[src/rtl/l1_sram_ctrl_pkg.sv]
// rtl/l1_sram_ctrl_pkg.sv - shared widths, request type and helpers for the L1 dual-port SRAM controller
package l1_sram_ctrl_pkg;

    localparam int AW_DEF = 8;
    localparam int DW_DEF = 32;
    localparam int NB_DEF = DW_DEF / 8;

    typedef struct packed {
        logic [AW_DEF-1:0] addr;
        logic [NB_DEF-1:0] wstrb;
        logic [DW_DEF-1:0] wdata;
    } req_t;

    function automatic logic is_write(input logic [NB_DEF-1:0] wstrb);
        return |wstrb;
    endfunction

endpackage

[src/rtl/l1_sram_rsp_fifo.sv]
// rtl/l1_sram_rsp_fifo.sv - synchronous read-response FIFO, one per channel
module l1_sram_rsp_fifo #(
    parameter int DEPTH = 2,
    parameter int DW    = 32
) (
    input  logic                   clk,
    input  logic                   rst_n,
    input  logic                   push,
    input  logic [DW-1:0]          push_data,
    input  logic                   pop,
    output logic [DW-1:0]          pop_data,
    output logic [$clog2(DEPTH):0] count,
    output logic                   empty
);

    localparam int PW = $clog2(DEPTH);
    localparam int CW = PW + 1;

    logic [DW-1:0] mem [DEPTH];
    logic [PW-1:0] wr_ptr;
    logic [PW-1:0] rd_ptr;
    logic          full;

    assign empty    = (count == '0);
    assign full     = (count == CW'(DEPTH));
    assign pop_data = mem[rd_ptr];

    // DEPTH is a power of two, so the pointers wrap on their own
    always_ff @(posedge clk or negedge rst_n) begin
        if (!rst_n) begin
            wr_ptr <= '0;
            rd_ptr <= '0;
            count  <= '0;
        end else begin
            if (push) begin
                wr_ptr <= wr_ptr + PW'(1);
            end
            if (pop) begin
                rd_ptr <= rd_ptr + PW'(1);
            end
            case ({push, pop})
                2'b10:   count <= count + CW'(1);
                2'b01:   count <= count - CW'(1);
                default: count <= count;
            endcase
        end
    end

    always_ff @(posedge clk) begin
        if (push) begin
            mem[wr_ptr] <= push_data;
        end
    end

    a_no_overflow: assert property (@(posedge clk) disable iff (!rst_n)
        !(push && !pop && full));

    a_no_underflow: assert property (@(posedge clk) disable iff (!rst_n)
        !(pop && empty));

endmodule

[src/rtl/l1_sram_dp_ctrl.sv]
// rtl/l1_sram_dp_ctrl.sv - dual-channel initiator for the L1 256x32 dual-port SRAM (optional L1_SRAM_CTRL_STATS_EN counters)
module l1_sram_dp_ctrl
    import l1_sram_ctrl_pkg::*;
#(
    parameter int AW        = AW_DEF,
    parameter int DW        = DW_DEF,
    parameter int NB        = DW / 8,
    parameter int RSP_DEPTH = 2
) (
    input  logic          clk,
    input  logic          rst_n,

    input  logic          c0_req_valid,
    output logic          c0_req_ready,
    input  logic [AW-1:0] c0_req_addr,
    input  logic [NB-1:0] c0_req_wstrb,
    input  logic [DW-1:0] c0_req_wdata,
    output logic          c0_rsp_valid,
    input  logic          c0_rsp_ready,
    output logic [DW-1:0] c0_rsp_rdata,

    input  logic          c1_req_valid,
    output logic          c1_req_ready,
    input  logic [AW-1:0] c1_req_addr,
    input  logic [NB-1:0] c1_req_wstrb,
    input  logic [DW-1:0] c1_req_wdata,
    output logic          c1_rsp_valid,
    input  logic          c1_rsp_ready,
    output logic [DW-1:0] c1_rsp_rdata,

    output logic          sram_cen,
    output logic [NB-1:0] sram_wea0,
    output logic [AW-1:0] sram_addr0,
    output logic [DW-1:0] sram_wdata0,
    input  logic [DW-1:0] sram_rdata0,
    output logic [NB-1:0] sram_wea1,
    output logic [AW-1:0] sram_addr1,
    output logic [DW-1:0] sram_wdata1,
    input  logic [DW-1:0] sram_rdata1
`ifdef L1_SRAM_CTRL_STATS_EN
    ,
    output logic [31:0]   stat_rd_cnt,
    output logic [31:0]   stat_wr_cnt,
    output logic [31:0]   stat_stall_cnt
`endif
);

    localparam int CW = $clog2(RSP_DEPTH) + 1;

    logic          wr0;
    logic          wr1;
    logic          credit0;
    logic          credit1;
    logic          same_addr_ww;
    logic          fire0;
    logic          fire1;
    logic          inflight0;
    logic          inflight1;
    logic [CW-1:0] count0;
    logic [CW-1:0] count1;
    logic          empty0;
    logic          empty1;

    assign wr0 = is_write(c0_req_wstrb);
    assign wr1 = is_write(c1_req_wstrb);

    // A read reserves its FIFO slot at issue; the slot freed by a same-cycle pop is not reused yet
    assign credit0 = (CW'(inflight0) + count0) < CW'(RSP_DEPTH);
    assign credit1 = (CW'(inflight1) + count1) < CW'(RSP_DEPTH);

    // Two writes to one word would collide inside the macro: c0 goes first, c1 waits a cycle
    assign same_addr_ww = c0_req_valid & wr0 & wr1 & (c0_req_addr == c1_req_addr);

    assign c0_req_ready = rst_n & (wr0 | credit0);
    assign c1_req_ready = rst_n & (wr1 | credit1) & ~same_addr_ww;

    assign fire0 = c0_req_valid & c0_req_ready;
    assign fire1 = c1_req_valid & c1_req_ready;

    assign sram_cen    = ~(fire0 | fire1);
    assign sram_wea0   = fire0 ? c0_req_wstrb : '0;
    assign sram_wea1   = fire1 ? c1_req_wstrb : '0;
    assign sram_addr0  = c0_req_addr;
    assign sram_addr1  = c1_req_addr;
    assign sram_wdata0 = c0_req_wdata;
    assign sram_wdata1 = c1_req_wdata;

    always_ff @(posedge clk or negedge rst_n) begin
        if (!rst_n) begin
            inflight0 <= 1'b0;
            inflight1 <= 1'b0;
        end else begin
            inflight0 <= fire0 & ~wr0;
            inflight1 <= fire1 & ~wr1;
        end
    end

    // Read data is on the macro pins the cycle after issue; capture it straight into the FIFO
    l1_sram_rsp_fifo #(
        .DEPTH (RSP_DEPTH),
        .DW    (DW)
    ) u_rsp_fifo0 (
        .clk       (clk),
        .rst_n     (rst_n),
        .push      (inflight0),
        .push_data (sram_rdata0),
        .pop       (c0_rsp_valid & c0_rsp_ready),
        .pop_data  (c0_rsp_rdata),
        .count     (count0),
        .empty     (empty0)
    );

    l1_sram_rsp_fifo #(
        .DEPTH (RSP_DEPTH),
        .DW    (DW)
    ) u_rsp_fifo1 (
        .clk       (clk),
        .rst_n     (rst_n),
        .push      (inflight1),
        .push_data (sram_rdata1),
        .pop       (c1_rsp_valid & c1_rsp_ready),
        .pop_data  (c1_rsp_rdata),
        .count     (count1),
        .empty     (empty1)
    );

    assign c0_rsp_valid = ~empty0;
    assign c1_rsp_valid = ~empty1;

    a_no_ww_collision: assert property (@(posedge clk) disable iff (!rst_n)
        !(fire0 && fire1 && wr0 && wr1 && (c0_req_addr == c1_req_addr)));

`ifdef L1_SRAM_CTRL_STATS_EN
    logic [1:0] rd_inc;
    logic [1:0] wr_inc;
    logic       stall;

    function automatic logic [31:0] sat_add(input logic [31:0] a, input logic [1:0] inc);
        logic [32:0] s;
        s = {1'b0, a} + {31'b0, inc};
        return s[32] ? '1 : s[31:0];
    endfunction

    assign rd_inc = {1'b0, fire0 & ~wr0} + {1'b0, fire1 & ~wr1};
    assign wr_inc = {1'b0, fire0 &  wr0} + {1'b0, fire1 &  wr1};
    assign stall  = (c0_req_valid & ~c0_req_ready) | (c1_req_valid & ~c1_req_ready);

    always_ff @(posedge clk or negedge rst_n) begin
        if (!rst_n) begin
            stat_rd_cnt    <= '0;
            stat_wr_cnt    <= '0;
            stat_stall_cnt <= '0;
        end else begin
            stat_rd_cnt    <= sat_add(stat_rd_cnt, rd_inc);
            stat_wr_cnt    <= sat_add(stat_wr_cnt, wr_inc);
            stat_stall_cnt <= sat_add(stat_stall_cnt, {1'b0, stall});
        end
    end
`endif

endmodule

[config.mk]
export PLATFORM = sky130hd
export DESIGN_NAME = l1_sram_dp_ctrl
export DESIGN_NICKNAME = d
export VERILOG_FILES = /design/src/rtl/l1_sram_ctrl_pkg.sv /design/src/rtl/l1_sram_rsp_fifo.sv /design/src/rtl/l1_sram_dp_ctrl.sv
export SDC_FILE = /design/constraint.sdc
export NUM_CORES = 1
export LEC_CHECK = 0
export CORE_ASPECT_RATIO = 0.6
export CORE_MARGIN = 2
export CORE_UTILIZATION = 43
export CTS_BUF_LIST = sky130_fd_sc_hd__clkbuf_4 sky130_fd_sc_hd__clkbuf_8 sky130_fd_sc_hd__clkbuf_16
export DETAILED_ROUTE_END_ITERATION = 8
export GPL_TIMING_DRIVEN = 0
export PLACE_DENSITY = 0.84
export SLEW_MARGIN = 10
export SYNTH_ARGS = -nofsm -noshare
export SYNTH_HDL_FRONTEND = slang
export SYNTH_SLANG_ARGS = --single-unit
[constraint.sdc]
create_clock -name clk -period 5.95 [get_ports clk]
set_clock_uncertainty 0.05 [all_clocks]
set_input_delay 1.19 -clock clk [delete_from_list [all_inputs] [get_ports clk]]
set_output_delay 1.19 -clock clk [all_outputs]
set_load 0.02 [all_outputs]
==> key figures, run 1 <==
Outcome
  • Status: complete, no violations

Timing
  • Worst Tran Pin Value: 0.8140 ns
  • Slew Viols, Final: 0
  • Max-Slew Margin vs Limit: 45.73%
  • RSZ-0062 raised after global routing: false
  • Max Fclk: 214.2 MHz
  • Tcrit/Tclk final: 78.45%
  • Min Tclk post-route: 4.668 ns
  • Final setup violation count: 0
  • Fin Setup TNS: 0 ns
  • Final-report hold violation count: 0

Critical path
  • Crit end category: output pin
  • Worst EP required: 4.71 ns
  • Crit path kind: in -> out
  • Startpoint types: primary input
  • Crit path max fanout: 18
  • Crit path DAT: 3.43 ns

Synthesis
  • Syn Area/Cell: 16.88 sq um
  • Synth Register Bits: 138
  • Synth Flop Type: edfxtp_1
  • Synth async-reset ratio: 7.246%
  • Cell area after synthesis: 5891 sq um
  • Syn Nets: 509
  • Distinct cells, synth: 27
  • Gate Count Post-Synth: 349
  • Post-synth EDFFs: 128
  • Synth warn: 0
  • Seq/Total Area, Yosys: 69.50%

Drt
  • WL per Instance: 17.35 um
  • Via-to-Cell Ratio: 4.595
  • Uppermost layer routed: met4
  • Metal1 wirelength: 5728 um
  • Routed Antenna Nets: 0
  • Initial drt markers: 114
  • Via count: 3713
  • Routed Wire Length: 14020 um
  • Drt drc: 0
  • Drt first pass iters: 4
  • Metal2 WL: 7368 um
  • Met3 routed WL: 785 um

Clocking
  • CTS max path bufs: 2
  • Sinks on Clock Net: 138
  • CTS clk-pin slew, worst paths: 0.06 ns
  • Insertion delay to the later sink of the worst-skew pair: 0.40 ns
  • Total CTS buffers: 17
  • CTS tree: yes
  • Setup Fix Bufs, Post-CTS: 0
  • CTS H-tree depth: 4
  • Post_cts resized: 0
  • Root Driver: clkbuf_16
  • # hold bufs at CTS: 0

Die
  • Die width: 155.1 um
  • Initial Util: 43.63%
  • Total die area: 14680 sq um
  • Number of cell rows: 33
  • Die Height: 94.66 um
  • # IOs: 315
  • Core Box Area: 13500 sq um

Placement
  • Inst Count DP: 776
  • I/O Buffers: 250
  • Final Wtd Congestion: 0.8113
  • HPWL Detailed: 10490 um

Finish
  • Most frequent cells in the layout: clkdlybuf4s50_1 (250), edfxtp_1 (128), buf_4 (80)
  • Layout net count: 780
  • Most common cell after layout, fill and taps aside: clkdlybuf4s50_1
  • Area growth from synthesis to layout: 56.86%
  • Filler instances: 928
  • Ant. Diodes: 0
  • Fraction of layout cells with a size suffix above 1: 30.49%
  • Fin cells: 808

GRT
  • GR Overflow Total: 0
  • Largest net degree at the start of global routing: 33
  • Global-route wire length before repair: 20720 um
  • Total GRT Usage: 18.76%
  • Initial antenna violation count: 0
  • Vias in the first global route: 3924

Pwr
  • Pwr/cell area: 341.1 nW/um^2
  • Leak: 3.364 nW
  • Combinational share of power: 32.3%
  • Peak supply drop: 0.1713 mV
  • Power share of the clock group: 31.9%
  • P_int: 2.235 mW
  • Total chip power: 3.152 mW
  • NetSw: 0.9164 mW
  • Seq pwr share: 35.8%
  • Switching portion of total power: 29.07%

Flow run
  • Max_cap viols: 0

Worst hold path
  • Worst Hold Class: reg -> reg
-- final timing paths --
check,start,cells past startpoint,end,slack [ns]
setup reg to reg,u_rsp_fifo1.count[0],5,u_rsp_fifo1.count[1],4.26
hold / removal,inflight1,1,u_rsp_fifo1.wr_ptr,0.47
max in group asynchronous,rst_n,1,u_rsp_fifo1.wr_ptr,4.18
hold reg to reg,inflight1,1,u_rsp_fifo1.wr_ptr,0.47
setup / recovery,rst_n,4,sram_wea1[2],1.28
min in group asynchronous,rst_n,1,u_rsp_fifo1.count[1],1.19
-- layer usage --
layer,up-vias,global-route usage (%)
met3,15,4.681
li1,1744,-
met1,1803,22.88
met5,-,0
met2,151,33.26
met4,0,5.864
-- cell type report --
class                   count  area [sq um]  area share, %
repair buffers            252          2542          27.52
inverters                   2         7.507        0.08125
plain buffers              88         638.1          6.906
well taps                 175         219.0          2.370
multi-input cells         121          1169          12.65
flip-flops and latches    138          4094          44.31
clock buffers              18         432.9          4.685
clock inverters            14         137.6          1.490
-- synth_stat cells, drive strengths merged, types with 2 or more instances --
cell | number | area [sq um]
edfxtp | 128 | 3844
buf | 86 | 630.6
mux2 | 64 | 720.7
xnor2 | 12 | 105.1
dfrtp | 10 | 250.2
nor2 | 7 | 26.28
xor2 | 7 | 61.31
and2 | 5 | 31.28
and3 | 4 | 25.02
nor3b | 4 | 30.03
clkbuf | 2 | 7.510
ha | 2 | 25.02
inv | 2 | 7.510
nand3 | 2 | 10.01
nand4 | 2 | 18.77
or2 | 2 | 12.51
or4 | 2 | 22.52
-- flip-flops by register name, indices dropped and copies added (netlist names), 2 cells and up --
name	cells
u_rsp_fifo0.mem	64
u_rsp_fifo1.mem	64
u_rsp_fifo0.count	2
u_rsp_fifo1.count	2
-- worst max-delay path, stage by stage --
cell and delay, ns:
clkdlybuf4s50_1 0.96, o211ai_2 0.30, nor3b_1 0.29, clkdlybuf4s50_1 0.68
-- per-stage QoR --
stage | hold slack [ns] | instance area, sq um | util [%] | setup WS (ns)
2_1_floorplan | 0.4055 | 5891 | - | 2.247
3_3_place_gp | 0.4221 | 8612 | 63.78 | 1.345
3_5_place_dp | 0.4616 | 8670 | 64.21 | 1.255
4_1_cts | 0.4727 | 9240 | 68.44 | 1.240
5_1_grt | 0.4953 | 9240 | 68.44 | 1.139
6_report | 0.4688 | 9240 | 68.44 | 1.282
-- cell families (layout without fill, tap and decap cells) --
logic type	count (synthesis)	after routing	synth area share, %
flip-flops	138	138	69.50
XOR/XNOR	19	19	2.825
AND/OR/NAND/NOR	31	31	3.377
adder cells (fa/ha/maj)	2	2	0.4247
buffers and inverters	90	374	10.96
AO/OA/AOI/OAI	5	5	0.6797
multiplexers	64	64	12.23
-- power groups by stage --
stage / registers (mW) / clock network [mW] / logic [mW]
finish: 1.13 / 1.00 / 1.02
CTS: 1.13 / 1.03 / 1.03
detailed placement: 1.15 / 0 / 1.02
floorplan: 1.14 / 0 / 0.584
global placement: 1.14 / 0 / 1.01
global route: 1.13 / 1.06 / 1.07
No activity file was read; power rests on OpenSTA's default activity.
==> run 2: changes to the inputs <==
--- a/config.mk
+++ b/config.mk
@@ -7,11 +7,11 @@
 export LEC_CHECK = 0
 export CORE_ASPECT_RATIO = 0.6
 export CORE_MARGIN = 2
-export CORE_UTILIZATION = 43
+export CORE_UTILIZATION = 39
 export CTS_BUF_LIST = sky130_fd_sc_hd__clkbuf_4 sky130_fd_sc_hd__clkbuf_8 sky130_fd_sc_hd__clkbuf_16
 export DETAILED_ROUTE_END_ITERATION = 8
 export GPL_TIMING_DRIVEN = 0
-export PLACE_DENSITY = 0.84
+export PLACE_DENSITY = 0.77
 export SLEW_MARGIN = 10
 export SYNTH_ARGS = -nofsm -noshare
 export SYNTH_HDL_FRONTEND = slang
==> constraint.sdc (replaced) <==
create_clock -name clk -period 4.7 [get_ports clk]
set_clock_uncertainty 0.05 [all_clocks]
set_input_delay 0.94 -clock clk [delete_from_list [all_inputs] [get_ports clk]]
set_output_delay 0.94 -clock clk [all_outputs]
set_load 0.02 [all_outputs]
==> run 2 against run 1 <==
  * Register-to-register slack got worse by 1.3 ns
  * Non-clock buffer count is the same
  * Global-route usage down 1.6 points
  * Clock power rose by 35%
  * Sequential share of layout area shrank 0.35 points
  * Power rose by 29%
  * Setup slack worse by 0.67 ns
  * Final area rose by 0.80%
  * Critical path depth is the same
  * Highest routed layer unchanged
==> key figures, run 2 (same netlist as run 1, synthesis figures left out) <==
Outcome
  • Status: complete, no violations

Timing
  • Min Tclk post-route: 4.090 ns
  • Tcrit/Tclk final: 87.03%
  • Final hold slack: 0.4502 ns
  • Max-Slew Margin vs Limit: 46.28%
  • Slew Viols, Final: 0
  • Fin Setup TNS: 0 ns
  • Worst Tran Pin Value: 0.8058 ns
  • RSZ-0062 raised after global routing: false
  • Max Fclk: 244.5 MHz
  • Final-report hold violation count: 0
  • Final setup violation count: 0

Pwr
  • NetSw: 1.133 mW
  • Switching portion of total power: 27.83%
  • Peak supply drop: 0.2171 mV
  • Seq pwr share: 35.1%
  • Power share of the clock group: 33.3%
  • Leak: 3.393 nW
  • Combinational share of power: 31.7%
  • P_int: 2.937 mW
  • Pwr/cell area: 436.9 nW/um^2

Finish
  • Register Area: 4094 sq um
  • Final core utilization: 63.65%
  • Fraction of layout cells with a size suffix above 1: 30.49%
  • Most common cell after layout, fill and taps aside: clkdlybuf4s50_1
  • Most frequent cells in the layout: clkdlybuf4s50_1 (250), edfxtp_1 (128), buf_4 (80)
  • Area growth from synthesis to layout: 58.11%
  • Area of the multi-input gates: 1169 sq um
  • Ant. Diodes: 0
  • Largest registers: u_rsp_fifo0.mem: 64 flops, u_rsp_fifo1.mem: 64 flops
  • Layout net count: 780
  • Filler instances: 1116

Critical path
  • Setup slack, reg-to-reg: 3.01 ns
  • CP startpoint: rst_n
  • Startpoint types: primary input
  • Most frequent CP cell: clkdlybuf4s50_1
  • Crit path kind: in -> out
  • R2R Path End: u_rsp_fifo1.count[1]
  • CP max stage cell: clkdlybuf4s50_1
  • Crit path max fanout: 18
  • Crit end category: output pin
  • Worst EP required: 3.71 ns
  • CP peak stage delay: 0.94 ns
  • Worst r2r src: u_rsp_fifo1.count[0]
  • Worst Setup EP: sram_wea1[1]
  • Crit path DAT: 3.10 ns
  • Crit-path cells: clkdlybuf4s50_1, o211ai_2, nor3b_1, clkdlybuf4s50_1
  • R2r worst-path depth: 6

Clocking
  • Insertion delay to the later sink of the worst-skew pair: 0.40 ns
  • CTS clk-pin slew, worst paths: 0.06 ns
  • # hold bufs at CTS: 0
  • Sinks on Clock Net: 138
  • Total CTS buffers: 17
  • CTS max path bufs: 2
  • CTS tree: yes
  • Post_cts resized: 0
  • Root Driver: clkbuf_16
  • CTS H-tree depth: 4
  • Setup Fix Bufs, Post-CTS: 0

GRT
  • Vias in the first global route: 4050
  • Global-route wire length before repair: 20990 um
  • Largest net degree at the start of global routing: 33
  • Initial antenna violation count: 0
  • GR Overflow Total: 0
  • Total GRT Usage: 17.11%

Die
  • Initial Util: 40.25%
  • # IOs: 315
  • Number of cell rows: 34
  • Die width: 162.7 um
  • Core Box Area: 14630 sq um
  • Die Height: 99.20 um
  • Total die area: 16140 sq um

Drt
  • Initial drt markers: 117
  • Routed Antenna Nets: 0
  • Drt first pass iters: 4
  • Via count: 3708
  • WL per Instance: 16.96 um
  • Via-to-Cell Ratio: 4.462
  • Drt drc: 0
  • Routed Wire Length: 14100 um

Worst hold path
  • Worst Hold Class: reg -> reg

Flow run
  • Max_cap viols: 0

Placement
  • HPWL Detailed: 10900 um
  • Final Wtd Congestion: 0.8497
  • I/O Buffers: 250
## run 2: cell types whose count changed in the layout (fill, tap and decap cells not counted), sizes merged
cell	change
bufinv	+2
clkinv	+1
clkinvlp	-2
inv	-2
clkbuf	+1
## run 2: area by class of cell
type | instances | share of cell area [%]
flip-flops and latches | 138 | 43.95
repair buffers | 252 | 27.38
multi-input cells | 121 | 12.55
plain buffers | 88 | 6.851
clock buffers | 19 | 4.729
well taps | 198 | 2.660
clock inverters | 13 | 1.800
inverters | 2 | 0.08060
## run 2: power by group through the flow
stage	clock network, mW	logic [mW]	registers [mW]
floorplan	0	0.739	1.44
global placement	0	1.28	1.44
detailed placement	0	1.30	1.45
CTS	1.39	1.31	1.43
global route	1.44	1.37	1.43
finish	1.35	1.29	1.43
## run 2: how the worst min path moves through the flow
stage,start,to,cells after the start
6_report,u_rsp_fifo0.count[1],u_rsp_fifo0.count[1],1
5_1_grt,u_rsp_fifo0.count[1],u_rsp_fifo0.count[1],1
4_1_cts,u_rsp_fifo0.count[1],u_rsp_fifo0.count[1],1
3_5_place_dp,u_rsp_fifo0.count[1],u_rsp_fifo0.count[1],1
3_3_place_gp,u_rsp_fifo0.wr_ptr,u_rsp_fifo0.wr_ptr,1
2_1_floorplan,u_rsp_fifo0.wr_ptr,u_rsp_fifo0.wr_ptr,1
## run 2: routing by layer
metal / GRT usage, % / vias up / routed length [um]
li1: - / 1745 / -
met1: 20.64 / 1793 / 5721
met2: 29.89 / 154 / 7190
met3: 4.629 / 16 / 944
met4: 5.990 / 0 / 238
met5: 0 / - / 0
## run 2: metrics by stage
stage	total power [mW]	instance area (sq um)	setup WS, ns	cells
floorplan	2.179	5891	1.497	349
CTS	4.121	9314	0.5437	831
detailed placement	2.752	8706	0.5321	799
finish	4.069	9314	0.6097	831
global placement	2.723	8641	0.5989	797
global route	4.233	9314	0.4322	831
## run 2: critical path, delay by kind of cell
family | cells | cell delay (ns)
buffers and inverters | 2 | 1.64
AND/OR/NAND/NOR | 1 | 0.23
AO/OA/AOI/OAI | 1 | 0.28
==> run 3: changes to the inputs <==
==> constraint.sdc (replaced) <==
create_clock -name clk -period 4.7 [get_ports clk]
set_clock_uncertainty 0.05 [all_clocks]
set_input_delay 0.94 -clock clk [delete_from_list [all_inputs] [get_ports clk]]
set_output_delay 0.94 -clock clk [all_outputs]
set_load 0.005 [all_outputs]
==> results of run 3 <==
Same layout as run 2 (identical final DEF). Status: complete, no violations.
Among the figures that moved: setup slack after placement 0.5321 ns -> 0.6332 ns; setup slack after layout 0.6097 ns -> 0.7104 ns; total power 4.069 mW -> 3.841 mW; worst IR drop on VDD 0.2171 mV -> 0.2141 mV
